### config.mk
export PLATFORM = sky130hd
export DESIGN_NAME = mem_port_arbiter
export DESIGN_NICKNAME = d
export VERILOG_FILES = /design/src/rtl/mem_port_arbiter.sv
export SDC_FILE = /design/constraint.sdc
export NUM_CORES = 1
export LEC_CHECK = 0
export BUFFER_PORTS_ARGS = -buffer_cell sky130_fd_sc_hd__buf_2
export CAP_MARGIN = 20
export CORE_AREA = 2 2 168 170
export CTS_CLUSTER_SIZE = 30
export DETAILED_ROUTE_END_ITERATION = 7
export DIE_AREA = 0 0 170 172
export GPL_TIMING_DRIVEN = 1
export HOLD_SLACK_MARGIN = 0.02
export RECOVER_POWER = 100
export SLEW_MARGIN = 20
export SYNTH_ARGS = -nofsm -noshare
export SYNTH_HDL_FRONTEND = slang
export SYNTH_SLANG_ARGS = --single-unit
### constraint.sdc
create_clock -name clk -period 3.4 [get_ports clk]
set_clock_uncertainty 0.1 [all_clocks]
set_input_delay 0.34 -clock clk [delete_from_list [all_inputs] [get_ports clk]]
set_output_delay 0.34 -clock clk [all_outputs]
set_load 0.01 [all_outputs]
### src/rtl/mem_port_arbiter.sv
`default_nettype none
// ============================================================================
// Module      : mem_port_arbiter
// Description : Shares one valid/ready memory port between an instruction
//               fetch requester (port 0) and a data requester (port 1).
//               The grant is held until the memory accepts the request. An
//               in-order tag FIFO records the owner of every accepted request
//               so that each response can be routed back to that owner.
//               Optional macro ARB_P1_PRIORITY_EN: when it is defined, port 1
//               wins every tie in ARB. When it is undefined, ties are
//               resolved round-robin.
// Revision    : 1.0 - initial release
// ============================================================================

package mem_port_arbiter_pkg;
    typedef struct packed {
        logic        we;
        logic [3:0]  be;
        logic [31:0] addr;
        logic [31:0] data;
    } mem_pkt_t;
endpackage

module mem_port_arbiter
    import mem_port_arbiter_pkg::*;
#(
    parameter int MAX_OUTSTANDING = 4
) (
    input  logic                               clk,
    input  logic                               rst_n,
    input  logic                               p0_req_vld,
    output logic                               p0_req_rdy,
    input  mem_pkt_t                           p0_req,
    output logic                               p0_rsp_vld,
    input  logic                               p0_rsp_rdy,
    output mem_pkt_t                           p0_rsp,
    input  logic                               p1_req_vld,
    output logic                               p1_req_rdy,
    input  mem_pkt_t                           p1_req,
    output logic                               p1_rsp_vld,
    input  logic                               p1_rsp_rdy,
    output mem_pkt_t                           p1_rsp,
    output logic                               mem_req_vld,
    input  logic                               mem_req_rdy,
    output mem_pkt_t                           mem_req,
    input  logic                               mem_rsp_vld,
    output logic                               mem_rsp_rdy,
    input  mem_pkt_t                           mem_rsp,
    output logic [$clog2(MAX_OUTSTANDING):0]   outstanding,
    output logic                               orphan_rsp
);

    localparam int PW = $clog2(MAX_OUTSTANDING);
    localparam int CW = PW + 1;

    typedef enum logic [0:0] {
        ARB  = 1'b0,
        HOLD = 1'b1
    } state_t;

    state_t          state_q, state_d;
    logic            g_q, g_d;
    logic            tags_q [MAX_OUTSTANDING];
    logic [PW-1:0]   wr_ptr_q, rd_ptr_q;
    logic [CW-1:0]   count_q, count_d;
    logic            orphan_q;

    logic            w_full, w_empty;
    logic            w_grant, w_req_vld, w_sel_active;
    logic            w_push, w_pop, w_head, w_rsp_rdy;
    logic            w_tie_pick;

    assign w_full  = (count_q == CW'(MAX_OUTSTANDING));
    assign w_empty = (count_q == '0);

`ifdef ARB_P1_PRIORITY_EN
    // On a tie the data port always wins, so no fairness history is kept.
    assign w_tie_pick = 1'b1;
`else
    logic rr_q;
    // rr holds the last granted port. On a tie the other port is granted.
    assign w_tie_pick = ~rr_q;

    // Round-robin history is updated on every accepted request.
    always_ff @(posedge clk or negedge rst_n) begin
        if (!rst_n)      rr_q <= 1'b0;
        else if (w_push) rr_q <= w_grant;
    end
`endif

    // Grant selection and next-state logic for the ARB/HOLD FSM.
    always_comb begin
        w_grant      = 1'b0;
        w_req_vld    = 1'b0;
        w_sel_active = 1'b0;
        state_d      = state_q;
        g_d          = g_q;
        case (state_q)
            ARB: begin
                if (!w_full && (p0_req_vld || p1_req_vld)) begin
                    w_req_vld    = 1'b1;
                    w_sel_active = 1'b1;
                    w_grant      = (p0_req_vld && p1_req_vld) ? w_tie_pick : p1_req_vld;
                    if (!mem_req_rdy) begin
                        state_d = HOLD;
                        g_d     = w_grant;
                    end
                end
            end
            HOLD: begin
                // The grant stays locked until the memory accepts the request.
                w_sel_active = 1'b1;
                w_grant      = g_q;
                w_req_vld    = g_q ? p1_req_vld : p0_req_vld;
                if (w_req_vld && mem_req_rdy) state_d = ARB;
            end
            default: state_d = ARB;
        endcase
    end

    assign w_push      = w_req_vld & mem_req_rdy;
    assign mem_req     = w_grant ? p1_req : p0_req;
    assign mem_req_vld = rst_n & w_req_vld;
    assign p0_req_rdy  = rst_n & w_sel_active & ~w_grant & mem_req_rdy;
    assign p1_req_rdy  = rst_n & w_sel_active &  w_grant & mem_req_rdy;

    // Route each response to the owner at the FIFO head. With no owner, the response is dropped.
    always_comb begin
        w_head     = tags_q[rd_ptr_q];
        w_rsp_rdy  = 1'b1;
        p0_rsp_vld = 1'b0;
        p1_rsp_vld = 1'b0;
        if (!w_empty) begin
            w_rsp_rdy  = w_head ? p1_rsp_rdy : p0_rsp_rdy;
            p0_rsp_vld = rst_n & mem_rsp_vld & ~w_head;
            p1_rsp_vld = rst_n & mem_rsp_vld &  w_head;
        end
    end

    assign mem_rsp_rdy = rst_n & w_rsp_rdy;
    assign w_pop       = ~w_empty & mem_rsp_vld & w_rsp_rdy;
    assign p0_rsp      = mem_rsp;
    assign p1_rsp      = mem_rsp;

    assign count_d     = count_q + CW'(w_push) - CW'(w_pop);
    assign outstanding = count_q;
    assign orphan_rsp  = orphan_q;

    // FSM state and latched grant.
    always_ff @(posedge clk or negedge rst_n) begin
        if (!rst_n) begin
            state_q <= ARB;
            g_q     <= 1'b0;
        end else begin
            state_q <= state_d;
            g_q     <= g_d;
        end
    end

    // Tag FIFO storage, pointers and occupancy. The pointers wrap naturally because the depth is a power of two.
    always_ff @(posedge clk or negedge rst_n) begin
        if (!rst_n) begin
            for (int i = 0; i < MAX_OUTSTANDING; i++) tags_q[i] <= 1'b0;
            wr_ptr_q <= '0;
            rd_ptr_q <= '0;
            count_q  <= '0;
        end else begin
            if (w_push) begin
                tags_q[wr_ptr_q] <= w_grant;
                wr_ptr_q         <= wr_ptr_q + PW'(1);
            end
            if (w_pop) rd_ptr_q <= rd_ptr_q + PW'(1);
            count_q <= count_d;
        end
    end

    // Sticky flag for a response that arrives with no outstanding owner.
    always_ff @(posedge clk or negedge rst_n) begin
        if (!rst_n)                      orphan_q <= 1'b0;
        else if (w_empty && mem_rsp_vld) orphan_q <= 1'b1;
    end

endmodule

`default_nettype wire

==> impl_metrics.json, run 1 <==
{
  "setup_violations": 0,
  "cp_max_fo": 35,
  "reg2reg_depth": 10,
  "yosys-top-cells-count": "138 x buf_4, 42 x mux2_2, 33 x mux2_4, 15 x dfrtp_1, 8 x inv_1",
  "grt_util_all_layers": 0.0555,
  "path_cells": "or3b_1 > nor2b_1 > a22o_4 > clkbuf_2 > mux2_1 > buf_2",
  "hold_violations": 0,
  "vdd_drop_max_v": 0.000409,
  "finalSetupTns_ps": 0,
  "num_io_pins": 432,
  "required_ps": 2960,
  "worstSetupPathType": "reg2out",
  "crit_arrival_ps": 2550,
  "period_minus_slack_ps": 2990,
  "syn_area_um2": 2910,
  "cts_tree": "built",
  "drt-initial-drc-count": 70,
  "grt_pass1_wl_um": 12000,
  "yosysUniqueCellTypes": 33,
  "critPathMaxStageDelay_ps": 450,
  "gp_congestion": 0.698,
  "start_kind": "flip-flop",
  "synth.top_cells.by_area": "buf_4 36%, mux2_4 17%, mux2_2 16%",
  "synth_edf_count": 0,
  "cts_root_buf": "clkbuf_16",
  "r2r_start": "outstanding[1]",
  "synth_top_area_share": 0.356,
  "grt_pass1_vias": 2042,
  "overflow": 0,
  "powerDensity_nw_per_um2": 596,
  "yosysSeqAreaShare": 0.129,
  "hp-class": "in2reg",
  "diodes": 0,
  "worst_pin_slew_ps": 993,
  "p_leak_nw": 1.56,
  "std_cell_rows": 61,
  "r2r_end": "outstanding[2]",
  "ant_nets": 0,
  "dieArea_um2": 29200,
  "cp-endpoint": "mem_req[54]",
  "die_y_um": 172,
  "cp_slowest_cell": "dfrtp_1",
  "numClockSinks": 15,
  "syn_to_final_growth_pct": 15.6,
  "yosys_most_used_dff": "dfrtp_1",
  "die_width_um": 170,
  "portBuffers": 224,
  "wirelength_um": 9760,
  "clkLatencyLatePin_ps": 240,
  "post-route-period-util": 0.880,
  "cap_violations": 0,
  "holdWs_ps": 233,
  "syn_area_per_cell_um2": 9.80,
  "synth_area_leader_cell": "buf_4",
  "relSlewSlack": 0.338,
  "antenna_found_initial": 0,
  "yosysWarnings": 0,
  "crit_buf_inv": 2,
  "clkTransAtPathRegs_ps": 50,
  "ys_ff_latch": 15,
  "synth.most_common_cell": "buf_4",
  "status": "complete, no violations",
  "final_layout_size_suffix_gt1_frac": 0.605,
  "vias_per_cell": 3.14,
  "initial_core_util": 0.106,
  "grt_max_degree": 36,
  "postCtsSetupBuffers": 0,
  "num-nets-final": 605,
  "startpoint": "outstanding[1]",
  "crit_cells": 6,
  "crit_path_end_kind": "output pin",
  "grt_setup_unrepaired": "false",
  "fmax_ghz": 0.334,
  "avgRoutedWirePerCell_um": 13.4,
  "synth_nets": 519,
  "cts_buffers": 3,
  "dp_hpwl_um": 8460,
  "postSynth.asyncResetShare": 1.00,
  "dr.pass1.iters": 4,
  "synth_cells": 297,
  "cpLargestDelayFamily": "simple AND/OR/NAND/NOR gates",
  "ff2ff_setup_slack_ps": 700,
  "drv_slew": 0,
  "clock_path_buffers": 2,
  "core_area_um2": 27500,
  "vias": 2288,
  "drc": 0,
  "h-tree-depth": 1
}
==> final cells by class <==
| cell class | count | area, µm² |
|---|---|---|
| Multi-Input combinational cell | 127 | 1360 |
| Inverter | 8 | 30.0 |
| Timing Repair Buffer | 228 | 1090 |
| Fill cell | 3188 | 24100 |
| Sequential cell | 15 | 375 |
| Tap cell | 346 | 433 |
| Clock buffer | 4 | 78.8 |
==> layout by cell type (no fill, tap or decap), types with 6 or more instances in the layout <==
cell type | Yosys | layout
ha_1 | 6 | 6
dfrtp_1 | 15 | 15
mux2_1 | 0 | 16
mux2i_1 | 7 | 7
mux2_4 | 33 | 21
clkbuf_1 | 1 | 61
buf_2 | 3 | 164
mux2_2 | 42 | 38
inv_1 | 8 | 8
nand2_1 | 6 | 6
==> kinds of logic after synthesis <==
group                      share of synthesized area
AOI/OAI and AO/OA                             0.0365
muxes                                          0.357
buffers and inverters                          0.392
DFF                                            0.129
adders and majority gates                     0.0327
and+or+nand+nor                               0.0413
xor gates and xnor gates                      0.0120
==> metal layers <==
layer  vias up  GRT usage  wire [µm]
met4         0     0.0271        350
li1       1028          -          -
met5         -          0          0
met2       196     0.0758       4180
met1      1021     0.0707       3820
met3        43     0.0288       1420
==> per-stage QoR <==
step	power [mW]	utilization	setup slack (ps)	cell area, µm²	std cells
after global placement	1.89	0.124	759	3400	723
final	2.00	0.122	407	3360	728
after floorplan	1.57	-	721	2910	297
after CTS	2.15	0.127	481	3490	728
after detailed placement	1.91	0.124	694	3400	723
after global routing	2.17	0.122	291	3360	728
==> worst register-to-register path, delay by kind of cell, from the launching register on <==
family | cells | cell delay [ps]
adders and majority gates | 3 | 730
and+or+nand+nor | 1 | 570
DFF | 1 | 450
AOI/OAI and AO/OA | 1 | 260
xor gates and xnor gates | 2 | 260
buffers and inverters | 3 | 210
==> registers in the layout, indices dropped and copies added, names as in the netlist <==
| signal | cells |
|---|---|
| wr_ptr_q | 2 |
| outstanding | 3 |
| rd_ptr_q | 2 |
| g_q | 1 |
| orphan_rsp | 1 |
| state_q | 1 |
| rr_q | 1 |
| tags_q | 4 |
==> worst min-delay path by stage <==
stage                     slack, ps         from          end  depth (start not counted)
after floorplan                 -60        rst_n          g_q                          0
after global placement          190        rst_n  rd_ptr_q[0]                          1
after detailed placement        200        rst_n   orphan_rsp                          1
after CTS                       230  mem_req_rdy      state_q                          2
after global routing            240  mem_req_rdy      state_q                          2
final                           230  mem_req_rdy      state_q                          2
==> power breakdown <==
| group | total, mW | switching (mW) | leakage, nW | internal [mW] |
|---|---|---|---|---|
| combinational | 1.43 | 0.710 | 1.35 | 0.720 |
| clock | 0.227 | 0.0682 | 0.0382 | 0.159 |
| sequential | 0.348 | 0.0823 | 0.172 | 0.265 |
| total | 2.00 | 0.860 | 1.56 | 1.14 |
==> timing repair <==
item,4_1_cts,5_1_grt
hold endpoints to repair,15,0
hold buffers,1,0
resized for setup,0,0
Note: power is estimated with default switching activity, not from simulation.
==> run 2: changes to the inputs <==
==> constraint.sdc (replaced) <==
create_clock -name clk -period 3.4 [get_ports clk]
set_clock_uncertainty 0.1 [all_clocks]
set_input_delay 0.34 -clock clk [delete_from_list [all_inputs] [get_ports clk]]
set_output_delay 0.34 -clock clk [all_outputs]
set_load 0.05 [all_outputs]
==> impl_metrics.json, run 2 (synthesis gave the netlist of run 1 again) <==
{
  "vdd_drop_max_v": 0.000482,
  "hold_path_depth": 2,
  "die_y_um": 172,
  "power.share.clock": 0.078,
  "gp_congestion": 0.695,
  "dr.pass1.iters": 4,
  "wl_met2_um": 4370,
  "core_area_um2": 27500,
  "grt_setup_unrepaired": "false",
  "h-tree-depth": 1,
  "placed_area_um2": 3410,
  "p_int_mw": 1.20,
  "cts_tree": "built",
  "period_minus_slack_ps": 3140,
  "ant_nets": 0,
  "finalWorstSetupSlack_ps": 256,
  "p_leak_nw": 1.64,
  "r2r_start": "outstanding[1]",
  "clock_path_buffers": 2,
  "powerDensity_nw_per_um2": 862,
  "grt_pass1_vias": 2118,
  "dieArea_um2": 29200,
  "cp_max_fo": 30,
  "holdWs_ps": 236,
  "largest_register": "tags_q",
  "worstSetupPathType": "reg2out",
  "vias_per_cell": 3.15,
  "syn_to_final_growth_pct": 17.6,
  "drc": 0,
  "num_io_pins": 432,
  "post_cts_resized": 0,
  "layout_common_cells": "150 x buf_2, 52 x clkbuf_1, 42 x mux2_2",
  "drv_slew": 0,
  "initial_core_util": 0.106,
  "post-route-period-util": 0.925,
  "cts_buffers": 3,
  "ff2ff_setup_slack_ps": 650,
  "dp.cells": 724,
  "cts_root_buf": "clkbuf_16",
  "dp_hpwl_um": 8670,
  "path_cells": "or3b_1 > nor2b_1 > a22o_4 > buf_12 > mux2_2 > clkbuf_1",
  "dr_wl_met3_um": 1330,
  "cp_slowest_cell": "clkbuf_1",
  "fmax_ghz": 0.318,
  "total_power_mw": 2.95,
  "std_cell_rows": 61,
  "clkLatencyLatePin_ps": 240,
  "portBuffers": 224,
  "diodes": 0,
  "worst_pin_slew_ps": 977,
  "grt_pass1_wl_um": 12500,
  "r2r_end": "outstanding[2]",
  "clkTransAtPathRegs_ps": 50,
  "fin_cells": 729,
  "hp-class": "in2reg",
  "drt-initial-drc-count": 69,
  "antenna_found_initial": 0,
  "cp-endpoint": "mem_req[13]",
  "largest_reg_flops": 4,
  "crit_arrival_ps": 2700,
  "reg2reg_depth": 10,
  "required_ps": 2960,
  "grt_util_all_layers": 0.0581,
  "stdcell_area_um2": 3420,
  "relSlewSlack": 0.349,
  "avgRoutedWirePerCell_um": 13.8,
  "wl_met1_um": 3990,
  "finalSetupTns_ps": 0,
  "hold_violations": 0,
  "cap_violations": 0,
  "final_layout_size_suffix_gt1_frac": 0.671,
  "sw_frac_of_total": 0.594,
  "setup_violations": 0,
  "fin_util": 0.125,
  "layout_commonest_cell": "buf_2",
  "num-nets-final": 606,
  "start_kind": "flip-flop",
  "vias": 2293,
  "routed.top_layer": "met4",
  "critPathMaxStageDelay_ps": 480,
  "power_frac_seq": 0.119,
  "crit_path_end_kind": "output pin",
  "status": "complete, no violations",
  "pre_cts_slack_ps": 661,
  "wirelength_um": 10100,
  "startpoint": "outstanding[1]",
  "p_comb_frac": 0.803,
  "grt_max_degree": 31,
  "numClockSinks": 15,
  "overflow": 0,
  "die_width_um": 170,
  "switchingPower_mw": 1.75
}
[run 2: cell count changes in the layout (fill, tap and decap cells not counted)]
| cell | previous run | this run |
|---|---|---|
| buf_2 | 164 | 150 |
| mux2_1 | 16 | 0 |
| clkbuf_1 | 61 | 52 |
| mux2_2 | 38 | 42 |
| mux2_4 | 21 | 33 |
| clkbuf_2 | 1 | 26 |
| buf_4 | 1 | 0 |
[run 2: area by class of cell]
| type | instances | area, µm² |
|---|---|---|
| flip-flops and latches | 15 | 375 |
| fillers | 3203 | 24100 |
| multi-input cells | 127 | 1400 |
| well taps | 346 | 433 |
| clock buffers | 4 | 78.8 |
| inverters | 8 | 30.0 |
| repair buffers | 229 | 1100 |
[run 2: how the worst min path moves through the flow]
stage	from	end	slack (ps)
finish	mem_req_rdy	state_q	240
floorplan	rst_n	g_q	-60
global placement	rst_n	rd_ptr_q[0]	200
CTS	mem_req_rdy	state_q	230
detailed placement	rst_n	rd_ptr_q[0]	200
global route	mem_req_rdy	state_q	260
[run 2: what timing repair did]
item                                    in CTS  in global routing
endpoints found under the setup margin       0                  0
hold endpoints to repair                    15                  0
buffers inserted                             0                  0
hold buffers                                 1                  0
[run 2: power by group through the flow]
| stage | Combinational, mW | Clock [mW] | Sequential, mW |
|---|---|---|---|
| 6_report | 2.37 | 0.230 | 0.351 |
| 5_1_grt | 2.51 | 0.245 | 0.365 |
| 4_1_cts | 2.45 | 0.239 | 0.351 |
| 3_5_place_dp | 2.43 | 0 | 0.352 |
| 3_3_place_gp | 2.42 | 0 | 0.345 |
| 2_1_floorplan | 2.32 | 0 | 0.401 |
[run 2: worst max-delay path: cells and delay by family (launching register included)]
family,cells,cell delay (ps)
buffers and inverters,2,720
AND/OR/NAND/NOR,2,610
flip-flops,1,460
AO/OA/AOI/OAI,1,380
multiplexers,1,260
[run 2: layer usage]
layer  global-route usage  up-vias
met5                    0        -
met4               0.0282        0
met3               0.0300       45
met2               0.0816      188
met1               0.0724     1031
li1                     -     1029
==> run 3: changes to the inputs <==
==> constraint.sdc (replaced) <==
create_clock -name clk -period 3.4 [get_ports clk]
set_clock_uncertainty 0.1 [all_clocks]
set_input_delay 0 -clock clk [delete_from_list [all_inputs] [get_ports clk]]
set_output_delay 0 -clock clk [all_outputs]
set_load 0.05 [all_outputs]
==> impl_metrics.json, run 3 (synthesis gave the netlist of run 1 again) <==
{
  "cap_violations": 0,
  "start_kind": "flip-flop",
  "startpoint": "outstanding[1]",
  "die_y_um": 172,
  "diodes": 0,
  "crit_arrival_ps": 2890,
  "num-nets-final": 678,
  "layout_common_cells": "172 x buf_2, 75 x dlygate4sd3_1, 52 x clkbuf_1",
  "vias_per_cell": 3.23,
  "reg2reg_depth": 10,
  "worst_pin_slew_ps": 1110,
  "h-tree-depth": 1,
  "numClockSinks": 15,
  "initial_core_util": 0.106,
  "switchingPower_mw": 2.08,
  "std_cell_rows": 61,
  "cpLargestDelayFamily": "buffers and inverters",
  "grt_pass1_wl_um": 12900,
  "clock_path_buffers": 2,
  "die_width_um": 170,
  "path_cells": "or3b_1 > nor2b_1 > a22o_4 > clkbuf_2 > mux2_2 > clkbuf_1",
  "wirelength_um": 10600,
  "drv_slew": 0,
  "crit_path_end_kind": "output pin",
  "postCtsSetupBuffers": 0,
  "hold_violations": 0,
  "clkTransAtPathRegs_ps": 50,
  "critPathMaxStageDelay_ps": 470,
  "grt_setup_unrepaired": "false",
  "worstSetupPathType": "reg2out",
  "power.share.clock": 0.072,
  "portBuffers": 224,
  "cts_tree": "built",
  "antenna_found_initial": 0,
  "setup_violations": 0,
  "vdd_drop_max_v": 0.000473,
  "crit_buf_inv": 2,
  "vias": 2584,
  "relSlewSlack": 0.259,
  "status": "complete, no violations",
  "sw_frac_of_total": 0.635,
  "num_io_pins": 432,
  "powerDensity_nw_per_um2": 800,
  "finalSetupTns_ps": 0,
  "cp_max_fo": 56,
  "hold_path_depth": 3,
  "p_int_mw": 1.19,
  "grt_pass1_vias": 2313,
  "clkLatencyLatePin_ps": 250,
  "overflow": 0,
  "placed_area_um2": 3380,
  "layout_commonest_cell": "buf_2",
  "syn_to_final_growth_pct": 40.6,
  "hp-class": "in2reg",
  "cp_slowest_cell": "a22o_4",
  "r2r_start": "outstanding[1]",
  "drt-initial-drc-count": 39,
  "largest_reg_flops": 4,
  "dr.pass1.iters": 4,
  "largest_register": "tags_q",
  "p_leak_nw": 1.88,
  "post-route-period-util": 0.880,
  "p_comb_frac": 0.822,
  "avgRoutedWirePerCell_um": 13.3,
  "required_ps": 3300,
  "dp_hpwl_um": 8310,
  "final_layout_size_suffix_gt1_frac": 0.530,
  "hold_buffers": 75,
  "grt_util_all_layers": 0.0584,
  "stdcell_area_um2": 4090,
  "hp-start": "p1_req_vld",
  "fmax_ghz": 0.334,
  "power_frac_seq": 0.106,
  "gp_congestion": 0.708,
  "dieArea_um2": 29200,
  "post_cts_resized": 0,
  "cts_root_buf": "clkbuf_16",
  "ant_nets": 0,
  "ff2ff_setup_slack_ps": 680,
  "crit_cells": 6,
  "drc": 0,
  "cts_buffers": 3,
  "grt_max_degree": 57,
  "core_area_um2": 27500,
  "period_minus_slack_ps": 2990
}
[run 3: cell types whose count changed in the layout (fill, tap and decap cells not counted), sizes merged]
| cell | previous run | this run |
|---|---|---|
| buf | 151 | 172 |
| clkbuf | 81 | 57 |
| clkinv | 0 | 1 |
| dlygate4sd3 | 1 | 75 |
[run 3: worst paths after layout]
path                                  endpoint
worst min register to register      orphan_rsp
worst max register to register  outstanding[2]
min in group asynchronous           orphan_rsp
max in group asynchronous            tags_q[1]
worst min-delay path                   state_q
worst max-delay path                mem_req[3]
[run 3: worst register-to-register path, cell delays in order, from the launching register on]
cell      delay, ps
dfrtp_1         440
or4b_1          560
o2111a_1        270
inv_1           100
ha_1            220
inv_1            60
ha_1            130
inv_1            40
fa_1            380
xnor2_1         200
xnor2_1         140
[run 3: final cells by class]
class | count | area [µm²]
fill | 3189 | 23400
timing repair buffer | 301 | 1820
multi-input combinational | 127 | 1360
tap | 346 | 433
sequential | 15 | 375
clock buffer | 3 | 75.1
inverter | 8 | 30.0
clock inverter | 1 | 5.00
[run 3: metal layers]
layer	vias to the layer above	global-route usage	routed length, µm	part of all wire
met3	10	0.00961	735	0.069
met5	-	0	0	0
met2	176	0.0960	5310	0.50
li1	1173	-	-	-
met1	1225	0.0810	4520	0.42
met4	0	0.0108	70	0.0066
[run 3: power groups by stage]
| stage | logic [mW] | clock network (mW) | registers, mW |
|---|---|---|---|
| final | 2.69 | 0.237 | 0.347 |
| after global routing | 2.83 | 0.249 | 0.362 |
| after CTS | 2.81 | 0.240 | 0.347 |
| after detailed placement | 2.40 | 0 | 0.347 |
| after global placement | 2.38 | 0 | 0.345 |
| after floorplan | 2.32 | 0 | 0.401 |
[run 3: through the flow]
stage	utilization	total power [mW]	std cells	worst slack, ps	hold slack [ps]
6_report	0.149	3.27	801	409	32.2
5_1_grt	0.149	3.44	801	252	48.6
4_1_cts	0.153	3.40	801	571	29.5
3_5_place_dp	0.123	2.75	722	683	-146
3_3_place_gp	0.123	2.73	722	765	-141
2_1_floorplan	-	2.72	297	489	-396
